File: src/rtl/bram_dual_seq.sv
// Load/drain sequencer for the dual-width scratch BRAM: narrow words stream in through
// port A, then the buffer is read back as wide words through port B into a 2-entry FIFO.
module bram_dual_seq #(
    parameter int A_WIDTH         = 32,
    parameter int COUNT           = 10,
    parameter int A_ADDRESS_WIDTH = 4,
    parameter int B_WIDTH         = 64,
    parameter int B_ADDRESS_WIDTH = 3
) (
    input  logic                       clk,
    input  logic                       rst,
    input  logic                       start,
    output logic                       busy,
    output logic                       done,
    input  logic                       in_valid,
    output logic                       in_ready,
    input  logic [A_WIDTH-1:0]         in_data,
    output logic                       out_valid,
    input  logic                       out_ready,
    output logic [B_WIDTH-1:0]         out_data,
    output logic                       out_last,
    output logic                       bram_ena,
    output logic                       bram_wea,
    output logic [A_ADDRESS_WIDTH-1:0] bram_addra,
    output logic [A_WIDTH-1:0]         bram_dina,
    output logic                       bram_enb,
    output logic                       bram_web,
    output logic [B_ADDRESS_WIDTH-1:0] bram_addrb,
    output logic [B_WIDTH-1:0]         bram_dinb,
    input  logic [B_WIDTH-1:0]         bram_doutb
);
    localparam int NUM_B = COUNT * A_WIDTH / B_WIDTH;
    localparam int RW    = B_ADDRESS_WIDTH + 1;

    typedef enum logic [1:0] {IDLE, LOAD, DRAIN} state_t;

    state_t                     state_q, state_d;
    logic [A_ADDRESS_WIDTH-1:0] wcnt_q, wcnt_d;
    logic [RW-1:0]              rcnt_q, rcnt_d;
    logic [RW-1:0]              ocnt_q, ocnt_d;
    logic                       pending_q, pending_d;
    logic                       done_q, done_d;
    logic [B_WIDTH-1:0]         fifo0_q, fifo0_d, fifo1_q, fifo1_d;
    logic                       head_q, head_d;
    logic [1:0]                 fcnt_q, fcnt_d;

    logic       in_hs, pop, last_pop, issue, wr_slot;
    logic [2:0] occ;

    // Both streams: a word moves on a rising edge where valid and ready are both high;
    // the producer holds data stable while valid is high and ready is low.
    assign in_ready  = (state_q == LOAD);
    assign in_hs     = in_valid && in_ready;
    assign out_valid = (fcnt_q != 2'd0);
    assign out_data  = head_q ? fifo1_q : fifo0_q;
    assign pop       = out_valid && out_ready;
    assign last_pop  = pop && (ocnt_q == RW'(NUM_B - 1));
    assign out_last  = out_valid && (ocnt_q == RW'(NUM_B - 1));
    assign wr_slot   = head_q ^ fcnt_q[0];

    // A pop this cycle frees a slot, so a read may issue in its place for full throughput.
    assign occ   = {1'b0, fcnt_q} + {2'b00, pending_q} - {2'b00, pop};
    assign issue = (state_q == DRAIN) && (rcnt_q < RW'(NUM_B)) && (occ < 3'd2);

    assign busy       = (state_q != IDLE);
    assign done       = done_q;
    assign bram_ena   = in_hs;
    assign bram_wea   = in_hs;
    assign bram_addra = in_hs ? wcnt_q : '0;
    assign bram_dina  = in_hs ? in_data : '0;
    assign bram_enb   = issue;
    assign bram_addrb = issue ? rcnt_q[B_ADDRESS_WIDTH-1:0] : '0;
    assign bram_web   = 1'b0;
    assign bram_dinb  = '0;

    always_comb begin
        state_d   = state_q;
        wcnt_d    = wcnt_q;
        rcnt_d    = rcnt_q;
        ocnt_d    = ocnt_q;
        pending_d = issue;
        done_d    = 1'b0;
        fifo0_d   = fifo0_q;
        fifo1_d   = fifo1_q;
        head_d    = head_q ^ pop;
        fcnt_d    = fcnt_q + {1'b0, pending_q} - {1'b0, pop};

        if (pending_q) begin
            if (wr_slot) fifo1_d = bram_doutb;
            else         fifo0_d = bram_doutb;
        end
        if (issue) rcnt_d = rcnt_q + 1'b1;
        if (pop)   ocnt_d = ocnt_q + 1'b1;

        case (state_q)
            IDLE: begin
                if (start) state_d = LOAD;
            end
            LOAD: begin
                if (in_hs) begin
                    if (wcnt_q == A_ADDRESS_WIDTH'(COUNT - 1)) begin
                        wcnt_d  = '0;
                        state_d = DRAIN;
                    end else begin
                        wcnt_d = wcnt_q + 1'b1;
                    end
                end
            end
            DRAIN: begin
                if (last_pop) begin
                    state_d = IDLE;
                    done_d  = 1'b1;
                    rcnt_d  = '0;
                    ocnt_d  = '0;
                end
            end
            default: state_d = IDLE;
        endcase
    end

    always_ff @(posedge clk) begin
        if (rst) begin
            state_q   <= IDLE;
            wcnt_q    <= '0;
            rcnt_q    <= '0;
            ocnt_q    <= '0;
            pending_q <= 1'b0;
            done_q    <= 1'b0;
            fifo0_q   <= '0;
            fifo1_q   <= '0;
            head_q    <= 1'b0;
            fcnt_q    <= 2'd0;
        end else begin
            state_q   <= state_d;
            wcnt_q    <= wcnt_d;
            rcnt_q    <= rcnt_d;
            ocnt_q    <= ocnt_d;
            pending_q <= pending_d;
            done_q    <= done_d;
            fifo0_q   <= fifo0_d;
            fifo1_q   <= fifo1_d;
            head_q    <= head_d;
            fcnt_q    <= fcnt_d;
        end
    end

endmodule
File: config.mk
export PLATFORM = sky130hd
export DESIGN_NAME = bram_dual_seq
export DESIGN_NICKNAME = d
export VERILOG_FILES = /design/src/rtl/bram_dual_seq.sv
export SDC_FILE = /design/constraint.sdc
export NUM_CORES = 1
export LEC_CHECK = 0
export ABC_CLOCK_PERIOD_IN_PS = 2550
export BUFFER_PORTS_ARGS = -buffer_cell sky130_fd_sc_hd__buf_2
export CAP_MARGIN = 0
export CORE_MARGIN = 5
export CORE_UTILIZATION = 28
export DETAILED_ROUTE_END_ITERATION = 6
export PLACE_DENSITY = 0.49
export RECOVER_POWER = 100
export SLEW_MARGIN = 10
export SYNTH_ARGS = -nofsm -noshare
export SYNTH_HDL_FRONTEND = slang
export SYNTH_SLANG_ARGS = --single-unit
export TNS_END_PERCENT = 1
File: constraint.sdc
create_clock -name clk -period 2.55 [get_ports clk]
set_input_delay 0.255 -clock clk [delete_from_list [all_inputs] [get_ports clk]]
set_output_delay 0.255 -clock clk [all_outputs]
set_load 0.02 [all_outputs]
Yosys cells after proc, flatten, opt, wreduce, memory -nomap -nowiden
Index checks and enable logic that the tools add are counted.

Add/sub/neg operators: 7. Order comparisons: 2. Equal/unequal tests: 8. Multiplexer cells: 17. Bitwise logic cells: 4. Reduce and logical (&&, ||, !) cells: 14.

Operators with widths (number): 2-to-1 mux 64 bit (1); 2-to-1 mux 32 bit (1); 2-to-1 mux 4 bit (8); adder 4 x 1 -> 4 bit, second input constant (3); 2-to-1 mux 2 bit (4); logical AND 1 bit (6); case mux 2 bit (3 select lines) (1); AND reduction 2 bit (3); equality test 4 x 3 -> 1 bit, second input constant (1); equality test 4 bit, second input constant (1); < comparator 4 x 3 -> 1 bit, second input constant (1); inequality test 2 x 1 -> 1 bit, second input constant (2); inequality test 2 bit, second input constant (2); AND reduction 4 bit (1); nonzero test 2 bit (2); adder 2 x 1 -> 3 bit (1); < comparator 3 x 2 -> 1 bit, second input constant (1); 2-to-1 mux 3 bit (1); subtractor 3 x 1 -> 3 bit (1); adder 2 x 1 -> 2 bit (1); equality test 2 x 1 -> 1 bit, second input constant (1); equality test 2 bit, second input constant (1); logical NOT 2 bit (1); inverter 1 bit (2); other kinds (4) (5).

Register bits after elaboration: 147. Bits of input ports: 101. Logic and storage cells: 62.

Depth between registers and ports, before layout
Depth after elaboration: 8. Mapped depth: 10. Mapped depth without buffers: 8.

Worst setup path before layout
OpenSTA, ideal clock, no wires.

Kind: register -> output. Start point: register fcnt_q[1]. End point: output port bram_addrb[2]. Arrival: 2.596 ns. Required time: 2.295 ns. Path slack: -0.301 ns. Stages on the path, launching flop included: 10. Cells stage by stage: dfxtp_1 -> o21ai_2 -> mux2i_1 -> ha_1 -> inv_1 -> fa_1 -> nand4bb_1 -> buf_2 -> nor3_1 -> and2_1.

Longest elaborated chain between the ends: 6. Elaborated cells on any way between the ends: 7. Those cells by class: 2 x add/sub; 1 x order compare; 1 x mux; 3 x reduce/logical.

Ends and longest elaborated chain: start, declared (RTL line 45) `logic [1:0] fcnt_q, fcnt_d;`; start signal, assigned (RTL line 143) `fcnt_q <= fcnt_d;`; parallel branches: the longest is 2 deep, another holds adder 2 x 1 -> 3 bit; subtractor 3 x 1 -> 3 bit (*) (RTL line 62) `assign occ = {1'b0, fcnt_q} + {2'b00, pending_q} - {2'b00, pop};`; < comparator 3 x 2 -> 1 bit (*) (RTL line 63) `assign issue = (state_q == DRAIN) && (rcnt_q < RW'(NUM_B)) && (occ < 3'd2);`; logical AND 1 bit (*) (RTL line 63); via bram_enb (RTL line 26) `output logic bram_enb,`; 2-to-1 mux 3 bit (*) (RTL line 72) `assign bram_addrb = issue ? rcnt_q[B_ADDRESS_WIDTH-1:0] : '0;`; end, declared (RTL line 28) `output logic [B_ADDRESS_WIDTH-1:0] bram_addrb,`.

Mark *: on every way through the listed nets, which the timed path passes.

Worst setup path after layout
Start point: register fcnt_q[0]. End point: output port bram_addrb[2].

Longest elaborated chain between the ends: 6. Elaborated cells on any way between the ends: 7. Those cells by class: 2 x add/sub; 1 x order compare; 1 x mux; 3 x reduce/logical.

Ends and longest elaborated chain (RTL line): parallel branches: the longest is 2 deep, another holds adder 2 x 1 -> 3 bit; subtractor 3 x 1 -> 3 bit (*) (62); < comparator 3 x 2 -> 1 bit (*) (63); logical AND 1 bit (*) (63); 2-to-1 mux 3 bit (*) (72).

Every way passes the cells marked *.

==> results.sh <==
export IMPL_synth_area_leader_cell="dfxtp_1"
export IMPL_drive_gt1_share_pct=30.34
export IMPL_clk_pin_slew_ns=0.07
export IMPL_postSynthCellCount=875
export IMPL_nets=1142
export IMPL_synth_common_cells="dfxtp_1, a21oi_1, nand3_1"
export IMPL_dr_pass1_iters=7
export IMPL_yosysMostFrequentCell="dfxtp_1"
export IMPL_rr_startpoint="pending_q"
export IMPL_worst_pin_slew_ns=1.395
export IMPL_seq_area_frac_synth_pct=40.16
export IMPL_rsz0062_at_grt="true"
export IMPL_r2r_slack_ns=0.04
export IMPL_dpl_cell_area_mm2=0.008434
export IMPL_portBuffers=211
export IMPL_grt_pass1_vias=6241
export IMPL_rows=59
export IMPL_ys_seq_elements=147
export IMPL_die_x_um=171.8
export IMPL_path_cells="o21ai_2, mux2i_1, ha_1, inv_1, fa_1, nand4bb_1, buf_6, nor3_2, and2_1, buf_4"
export IMPL_wl_per_cell_um=14.91
export IMPL_crit_fanout=8
export IMPL_period_minus_slack_ns=2.700
export IMPL_worstSetupEndpoint="bram_addrb[2]"
export IMPL_path_class="flip-flop to output port"
export IMPL_grt_pass1_wl_um=32650
export IMPL_placed_cells=1349
export IMPL_track_usage_pct=13.45
export IMPL_route_detailed_drc=0
export IMPL_grt_overflow_total=0
export IMPL_clockBufferDepth=2
export IMPL_synthTopCellsByArea="dfxtp_1, mux2_2, a21oi_1"
export IMPL_timing_hold_violations_final=0
export IMPL_syn_avg_cell_area_um2=8.374
export IMPL_die_h_um=171.8
export IMPL_area_growth_pct=22.42
export IMPL_place_congestion=0.7645
export IMPL_power_density_mw_per_mm2=552.4
export IMPL_rr_worst_depth=4
export IMPL_status="finished, violations left"
export IMPL_cp_end_kind="output port"
export IMPL_fin_ws_ns=-0.1503
export IMPL_netlist_area_mm2=0.007327
export IMPL_critPathTopFamily="adder cells"
export IMPL_cpPeakStageDelay_ns=0.51
export IMPL_num_vias=6492
export IMPL_synth_top_area_share_pct=40.16
export IMPL_critPathBufInv=3
export IMPL_routed_via_density=4.691
export IMPL_cts_tree="yes"
export IMPL_h_tree_depth=4
export IMPL_antenna_found_initial=3
export IMPL_max_freq_mhz=370.3
export IMPL_arrival_ns=2.45
export IMPL_final_area_mm2=0.008970
export IMPL_numCtsBuffers=17
export IMPL_path_depth=10
export IMPL_setup_viol=4
export IMPL_clk_latency_ns=0.42
export IMPL_hold_path_class="primary input to flip-flop"
export IMPL_max_cap_violations=0
export IMPL_first_iter_violations=368
export IMPL_violations="setup timing"
export IMPL_postCtsHoldBufs=0
export IMPL_tns_ns=-0.4574
export IMPL_core_mm2=0.02591
export IMPL_die_area_mm2=0.02950
export IMPL_grt_max_degree=75
export IMPL_layout_cells_non_filler=1384
export IMPL_routed_wl_um=20640
export IMPL_ant_nets=0
export IMPL_cts_sinks=147
export IMPL_worst_setup_path_start_kind="flip-flop"
export IMPL_crit_start="fcnt_q[0]"
export IMPL_ir_drop_v=0.0004340
export IMPL_utilization_pct=34.62
export IMPL_start_util_pct=28.28
export IMPL_dp_hpwl_um=13070
export IMPL_critPathSlowestCell="fa_1"
export IMPL_async_reset_ff_share_pct=0
export IMPL_num_io_pins=277
export IMPL_drv_slew=0
export IMPL_worstReg2RegEnd="fifo0_q[61]"
export IMPL_fin_skew_ns=0.01577
export IMPL_leakage_uw=0.003607
export IMPL_finalCritPeriodShare_pct=105.9
export IMPL_synthFlopType="dfxtp_1"
export IMPL_max_slew_margin_pct=7.006
export IMPL_ys_types=48
export IMPL_cp_required_ns=2.30
export IMPL_synth_edf_count=0
export IMPL_synth_warnings=0
export IMPL_p_total_uw=4955
export IMPL_cts_root_buf="clkbuf_16"
-- cell type report --
cell class                 count  area, µm²
fill                        2824      16940
multi-input combinational    628       3741
sequential                   147       2953
timing repair buffer         229       1261
clock buffer                  17      425.4
tap                          335      419.2
clock inverter                15      120.1
inverter                      12      47.55
antenna                        1      2.502
-- worst reg2reg max path: stages, from the launching register on --
cell	delay [ns]
dfxtp_4	0.34
clkbuf_2	0.98
buf_4	0.75
nand3_1	0.19
a21oi_1	0.16
-- how the worst min path moves through the flow --
stage / startpoint / to / slack, ns / cells past startpoint
after floorplan: bram_doutb[0] / fifo0_q[0] / 0.40 / 2
after global placement: rcnt_q[3] / rcnt_q[3] / 0.46 / 2
after detailed placement: rcnt_q[3] / rcnt_q[3] / 0.45 / 2
after CTS: start / state_q[0] / 0.07 / 3
after global routing: bram_doutb[34] / fifo1_q[34] / 0.07 / 3
final: bram_doutb[14] / fifo1_q[14] / 0.09 / 3
-- state kept, by name, indices dropped and copies added, names as in the netlist --
register	flops
done	1
fcnt_q	2
fifo0_q	64
fifo1_q	64
head_q	1
ocnt_q	4
pending_q	1
rcnt_q	4
state_q	2
wcnt_q	4
-- placed cells by master (no fill, tap or decap), types with 9 or more instances in the layout --
cell and count:
inv_1 11, conb_1 65, clkbuf_16 17, o21ai_1 104, a21oi_1 136, dfxtp_1 143
clkbuf_1 24, o21ai_0 27, mux2_2 63, nor2_1 9, and2_1 36, nand3_1 130
buf_2 184, buf_4 10
-- power breakdown --
part | internal (µW) | leakage (µW) | switching (µW)
sequential | 2300 | 0.00119 | 4.34
combinational | 90.0 | 0.00215 | 213
clock | 1270 | 0.000268 | 1080
-- routing by layer --
| metal | vias up | track usage [%] | wire (µm) |
|---|---|---|---|
| li1 | 3266 | - | - |
| met1 | 3040 | 18.18 | 9556 |
| met2 | 171 | 21.44 | 9658 |
| met3 | 13 | 3.700 | 1196 |
| met4 | 2 | 3.178 | 211 |
| met5 | - | 0 | 13 |
-- cells by family after synthesis --
| group | Yosys count | synth area share [%] |
|---|---|---|
| buffers and inverters | 164 | 12.52 |
| DFF | 147 | 40.16 |
| AOI/OAI and AO/OA | 275 | 19.40 |
| xor gates and xnor gates | 8 | 0.9562 |
| other | 1 | 0.05118 |
| adders and majority gates | 6 | 1.127 |
| muxes | 66 | 10.11 |
| and+or+nand+nor | 208 | 15.68 |
-- through the flow --
| stage | hold slack [ns] | worst slack (ns) |
|---|---|---|
| after floorplan | 0.4027 | -0.1460 |
| after global placement | 0.4553 | 0.04133 |
| after detailed placement | 0.4531 | 0.04900 |
| after CTS | 0.06901 | -0.1948 |
| after global routing | 0.07245 | -0.3248 |
| final | 0.08573 | -0.1503 |
-- timing repair --
| action | in CTS | in global routing |
|---|---|---|
| setup buffers | 1 | 1 |
| endpoints found under the setup margin | 4 | 4 |
| gates resized for setup | 8 | 1 |
No activity file was read; power rests on OpenSTA's default activity.
